**src/rtl/uart_tx_arbiter_if.sv**
```systemverilog
// uart_tx_arbiter_if: requester bundle plus uart handshake seen by the arbiter
interface uart_tx_arbiter_if #(
    parameter int NUM_REQ = 4,
    parameter int WIDTH = 8
);
    localparam int GW = $clog2(NUM_REQ);
    logic [NUM_REQ-1:0] req;
    logic [NUM_REQ-1:0] lock;
    logic [NUM_REQ*WIDTH-1:0] data_in;
    logic [NUM_REQ-1:0] ack;
    logic uart_busy;
    logic uart_start;
    logic [WIDTH-1:0] uart_data;
    logic [GW-1:0] grant_id;
    logic err;
    modport master (output req, lock, data_in, uart_busy, input ack, uart_start, uart_data, grant_id, err);
    modport slave (input req, lock, data_in, uart_busy, output ack, uart_start, uart_data, grant_id, err);
endinterface

```
**src/rtl/uart_tx_arbiter.sv**
```systemverilog
// uart_tx_arbiter: round-robin arbiter with lock bursts feeding one uart transmitter
module uart_tx_arbiter #(
    parameter int NUM_REQ = 4,
    parameter int WIDTH = 8,
    parameter int BURST_MAX = 16,
    parameter int BUSY_TIMEOUT = 7
) (
    input logic clk,
    input logic reset,
    uart_tx_arbiter_if.slave bus
);
    localparam int GW = $clog2(NUM_REQ);
    localparam logic [1:0] IDLE = 2'd0;
    localparam logic [1:0] START = 2'd1;
    localparam logic [1:0] WAIT_BUSY = 2'd2;
    localparam logic [1:0] WAIT_DONE = 2'd3;
    logic [1:0] state;
    logic [7:0] burst_cnt;
    logic [7:0] cnt;
    logic locked;
    logic [GW-1:0] idx;
    logic [GW-1:0] winner;
    logic [WIDTH-1:0] sel_data;
    // burst_cnt==0 means nothing granted since reset, so the lock override stays off
    always_comb begin
        locked = bus.req[bus.grant_id] && bus.lock[bus.grant_id] && burst_cnt != 8'd0 && burst_cnt < 8'(BURST_MAX);
        winner = bus.grant_id;
        idx = '0;
        for (int k = NUM_REQ; k >= 1; k--) begin
            idx = GW'((int'(bus.grant_id) + k) % NUM_REQ);
            if (!locked && bus.req[idx]) winner = idx;
        end
        sel_data = '0;
        for (int i = 0; i < NUM_REQ; i++) if (winner == GW'(i)) sel_data = bus.data_in[i*WIDTH +: WIDTH];
    end
    // grant FSM; ack, uart_start and err are single-cycle pulses
    always_ff @(posedge clk) begin
        if (reset) begin
            state <= IDLE;
            bus.ack <= '0;
            bus.uart_start <= 1'b0;
            bus.uart_data <= '0;
            bus.err <= 1'b0;
            bus.grant_id <= GW'(NUM_REQ - 1);
            burst_cnt <= 8'd0;
            cnt <= 8'd0;
        end else begin
            bus.ack <= '0;
            bus.uart_start <= 1'b0;
            bus.err <= 1'b0;
            case (state)
                IDLE: if (bus.req != '0) begin
                    bus.ack <= NUM_REQ'(1) << winner;
                    bus.uart_start <= 1'b1;
                    bus.uart_data <= sel_data;
                    bus.grant_id <= winner;
                    burst_cnt <= locked ? burst_cnt + 8'd1 : 8'd1;
                    state <= START;
                end
                START: begin
                    cnt <= 8'd0;
                    state <= WAIT_BUSY;
                end
                WAIT_BUSY: if (bus.uart_busy) state <= WAIT_DONE;
                else if (cnt == 8'(BUSY_TIMEOUT)) begin
                    bus.err <= 1'b1;
                    state <= IDLE;
                end else cnt <= cnt + 8'd1;
                default: if (!bus.uart_busy) state <= IDLE;
            endcase
        end
    end
endmodule

```
**src/flat_wrapper.sv**
```systemverilog
// flat-port wrapper written by rule: the top's interface ports become plain ports
module uart_tx_arbiter_flat 
#(
    parameter int NUM_REQ = 4,
    parameter int WIDTH = 8,
    parameter int BURST_MAX = 16,
    parameter int BUSY_TIMEOUT = 7
)
  (clk, reset, bus_req, bus_lock, bus_data_in, bus_uart_busy, bus_ack, bus_uart_start, bus_uart_data, bus_grant_id, bus_err);
  uart_tx_arbiter_if #(.NUM_REQ(NUM_REQ), .WIDTH(WIDTH)) bus_i ();
  input logic clk;
  input logic reset;
  input wire logic [$bits(bus_i.req)-1:0] bus_req;
  input wire logic [$bits(bus_i.lock)-1:0] bus_lock;
  input wire logic [$bits(bus_i.data_in)-1:0] bus_data_in;
  input wire logic [$bits(bus_i.uart_busy)-1:0] bus_uart_busy;
  output wire logic [$bits(bus_i.ack)-1:0] bus_ack;
  output wire logic [$bits(bus_i.uart_start)-1:0] bus_uart_start;
  output wire logic [$bits(bus_i.uart_data)-1:0] bus_uart_data;
  output wire logic [$bits(bus_i.grant_id)-1:0] bus_grant_id;
  output wire logic [$bits(bus_i.err)-1:0] bus_err;
  assign bus_i.req = bus_req;
  assign bus_i.lock = bus_lock;
  assign bus_i.data_in = bus_data_in;
  assign bus_i.uart_busy = bus_uart_busy;
  assign bus_ack = bus_i.ack;
  assign bus_uart_start = bus_i.uart_start;
  assign bus_uart_data = bus_i.uart_data;
  assign bus_grant_id = bus_i.grant_id;
  assign bus_err = bus_i.err;
  uart_tx_arbiter #(.NUM_REQ(NUM_REQ), .WIDTH(WIDTH), .BURST_MAX(BURST_MAX), .BUSY_TIMEOUT(BUSY_TIMEOUT)) u_core (.clk(clk), .reset(reset), .bus(bus_i));
endmodule
```
**config.mk**
```make
export PLATFORM = sky130hd
export DESIGN_NAME = uart_tx_arbiter_flat
export DESIGN_NICKNAME = d
export VERILOG_FILES = /design/src/rtl/uart_tx_arbiter_if.sv /design/src/rtl/uart_tx_arbiter.sv /design/src/flat_wrapper.sv
export SDC_FILE = /design/constraint.sdc
export NUM_CORES = 1
export LEC_CHECK = 0
export CORE_AREA = 2 2 75 77
export DETAILED_ROUTE_END_ITERATION = 8
export DIE_AREA = 0 0 77 79
export PLACE_DENSITY_LB_ADDON = 0.12
export SLEW_MARGIN = 20
export SYNTH_ARGS = -nofsm -noshare
export SYNTH_HDL_FRONTEND = slang
export SYNTH_SLANG_ARGS = --single-unit
```
**constraint.sdc**
```tcl
create_clock -name clk -period 2.7 [get_ports clk]
set_input_delay 0.405 -clock clk [delete_from_list [all_inputs] [get_ports clk]]
set_output_delay 0.405 -clock clk [all_outputs]
set_load 0.005 [all_outputs]
```
==> impl_metrics.py <==
metrics = {
    "placed_design": {
        "hpwlAfterDp_um": 3610,
        "pre_cts_ws_ps": 172,
        "io_buffers": 58,
        "dpl-instance-area_um2": 2660,
        "globalplace.congestion": 0.769,
    },
    "synthesis": {
        "ys_seq_elements": 34,
        "synthTopCellsByArea": "dfxtp_1, a211oi_1, a21boi_0, nor2_1, ha_1",
        "synth_top_area_share": 0.343,
        "synth-edff-count": 0,
        "synth_area_um2": 1980,
        "synth_adder_area_share": 0.0442,
        "synth-compound-area-share": 0.256,
        "muxShareOfSynthArea": 0.0114,
        "ys.flop_type": "dfxtp_1",
        "syn_inst": 232,
        "syn_nets": 282,
        "synth_top_area_cell": "dfxtp_1",
        "syn_area_per_cell_um2": 8.55,
        "yosysUniqueCellTypes": 48,
        "synth-async-reset-ratio": 0,
        "ys_warn_count": 0,
        "synth_top_family_by_area": "compound AO/OA/AOI/OAI gates",
        "yosys.area_share.xor_xnor": 0.0530,
        "synthSimpleGateAreaFrac": 0.235,
        "yosysSeqAreaShare": 0.343,
    },
    "routing": {
        "route.vias.total": 1859,
        "first_iter_violations": 62,
        "wl_per_cell_um": 13.5,
        "drc": 0,
        "routed_via_density": 5.08,
        "dr.pass1.iters": 4,
        "antenna_left": 0,
        "wl_um": 4920,
    },
    "status": {
        "outcome": "finished, final reports clean",
    },
    "global_routing": {
        "grt_pass1_wl_um": 8360,
        "antenna_found_initial": 0,
        "grt_max_degree": 21,
        "grtUsageTotal": 0.171,
        "grt_overflow": 0,
        "grt_pass1_vias": 1783,
    },
    "finish": {
        "final_nets": 343,
        "diodes": 0,
        "multi_input_area_um2": 1200,
        "seqCellArea_um2": 681,
        "stdcell_area_um2": 2800,
        "syn_to_final_growth_pct": 41.2,
        "drive_gt1_frac": 0.0884,
        "fill_cells": 541,
    },
    "clock_tree": {
        "cts.repair.resized": 0,
        "cts_sinks": 34,
        "clk_pin_slew_ps": 70,
        "numCtsBuffers": 5,
        "clk_latency_ps": 280,
        "cts_tree": "built",
        "cts-hold-fix-buffers": 0,
        "cts-root-buf": "clkbuf_8",
        "clock_path_buffers": 2,
        "post_cts_buffers": 0,
        "htree_num_levels": 2,
    },
    "job": {
        "max-cap-violations": 0,
    },
    "worst_setup_path": {
        "endpoint_kind": "flip-flop",
        "crit_path_start_kind": "flip-flop",
        "crit_type": "reg2reg",
        "worst-path-buf-inv": 1,
        "critPathRequiredTime_ps": 2870,
        "crit_fanout": 16,
        "critPathSlowestCell": "or4_4",
        "r2r_slack_ps": 440,
        "cp_data_arrival_time_ps": 2430,
        "critical_path.top_delay_family": "compound AO/OA/AOI/OAI gates",
        "path_cells": "or4_4 > a221o_1 > or3b_1 > buf_4 > a21boi_0 > a211oi_1 > o31ai_1",
        "slowest_delay_ps": 560,
    },
    "sta": {
        "clock_skew_ps": 8.41,
        "period_needed_ps": 2260,
        "tightest_slew_ps": 752,
        "final_max_slew_viol_count": 0,
        "rsz0062_at_grt": "false",
        "relSlewSlack": 0.493,
        "finalHoldViolCount": 0,
        "period_share": 0.837,
        "setup_violations": 0,
        "setup_tns_ps": 0,
        "worst_slack_ps": 441,
        "max_clock_freq_mhz": 443,
        "holdWs_ps": 480,
    },
    "power": {
        "p_total_mw": 2.63,
        "powerDensity_nw_per_um2": 938,
        "power.leakage_nw": 1.04,
        "ir_drop_v": 0.000752,
    },
    "floorplanning": {
        "fp.dieW_um": 77,
        "die_area_um2": 6080,
        "core_area_um2": 5340,
        "ios": 59,
        "row_count": 27,
        "initial_utilization": 0.372,
        "die_height_um": 79,
    },
    "hold_path": {
        "hold_path.class": "reg2reg",
    },
}
-- cells in the final DEF (no fill, tap or decap), types with 10 or more instances in the layout --
cell	n
buf_4	11
a211oi_1	17
nand2_1	13
nor2_1	26
clkdlybuf4s50_1	58
nand3b_1	10
dfxtp_1	34
a21boi_0	14
-- metal layers --
metal | GRT usage | vias to the layer above | wire [µm]
li1 | - | 967 | -
met1 | 0.219 | 843 | 2320
met2 | 0.275 | 47 | 2230
met3 | 0.0580 | 2 | 333
met4 | 0.0482 | 0 | 31
met5 | 0 | - | 0
-- report_power, final --
group	switching (mW)	internal [mW]
Combinational	0.717	0.618
Clock	0.183	0.394
Sequential	0.104	0.610
Total	1.00	1.62
-- worst paths after layout --
path	startpoint	to	depth (start not counted)
max	u_core.burst_cnt[4]$_SDFFE_PP0P_	u_core.bus.uart_data[3]$_SDFFE_PP0P_	7
min	u_core.cnt[1]$_SDFFE_PP0P_	u_core.cnt[1]$_SDFFE_PP0P_	2
max reg2reg	u_core.burst_cnt[4]$_SDFFE_PP0P_	u_core.bus.uart_data[3]$_SDFFE_PP0P_	7
min reg2reg	u_core.cnt[1]$_SDFFE_PP0P_	u_core.cnt[1]$_SDFFE_PP0P_	2
-- area by class of cell --
type,count,share of cell area
Timing Repair Buffer,69,0.237
Multi-Input combinational cell,176,0.428
Clock buffer,6,0.0295
Clock inverter,2,0.0214
Inverter,7,0.00938
Sequential cell,34,0.243
Tap cell,72,0.0322
-- cells by family after synthesis --
kind of cell	Yosys count
flip-flops	34
adder cells (fa/ha/maj)	7
multiplexers	1
buffers and inverters	22
XOR/XNOR	12
AO/OA/AOI/OAI	69
AND/OR/NAND/NOR	87
-- stage by stage --
step | util | instances
finish | 0.525 | 366
global placement | 0.498 | 358
detailed placement | 0.498 | 358
global route | 0.525 | 366
floorplan | - | 232
CTS | 0.525 | 366
-- flip-flops by register name (all words and copies together), names as in the netlist --
signal,count
u_core.bus.uart_start,1
u_core.bus.ack,4
u_core.burst_cnt,8
u_core.bus.err,1
u_core.bus.grant_id,2
u_core.bus.uart_data,8
u_core.cnt,8
u_core.state,2
-- Yosys cell counts, drive strengths merged, types with 2 or more instances --
master  count
or4         3
and3        5
ha          7
a21boi     16
nand3       9
nand2b      3
xnor2       6
nor2b       3
a31oi       2
xor2        6
o31ai      10
a21oi       9
o21ai       5
inv         7
nor2       26
nor3b       3
nand4       2
nand3b     10
or3         2
buf         8
nor3        3
and2        2
a211oi     17
nand2      13
dfxtp      34
clkbuf      7
-- worst register-to-register path: stages (launching register included) --
cell      delay, ps
dfxtp_1         340
or4_4           560
a221o_1         320
or3b_1          200
buf_4           200
a21boi_0        110
a211oi_1        310
o31ai_1         100
(Power assumes the default switching activity.)
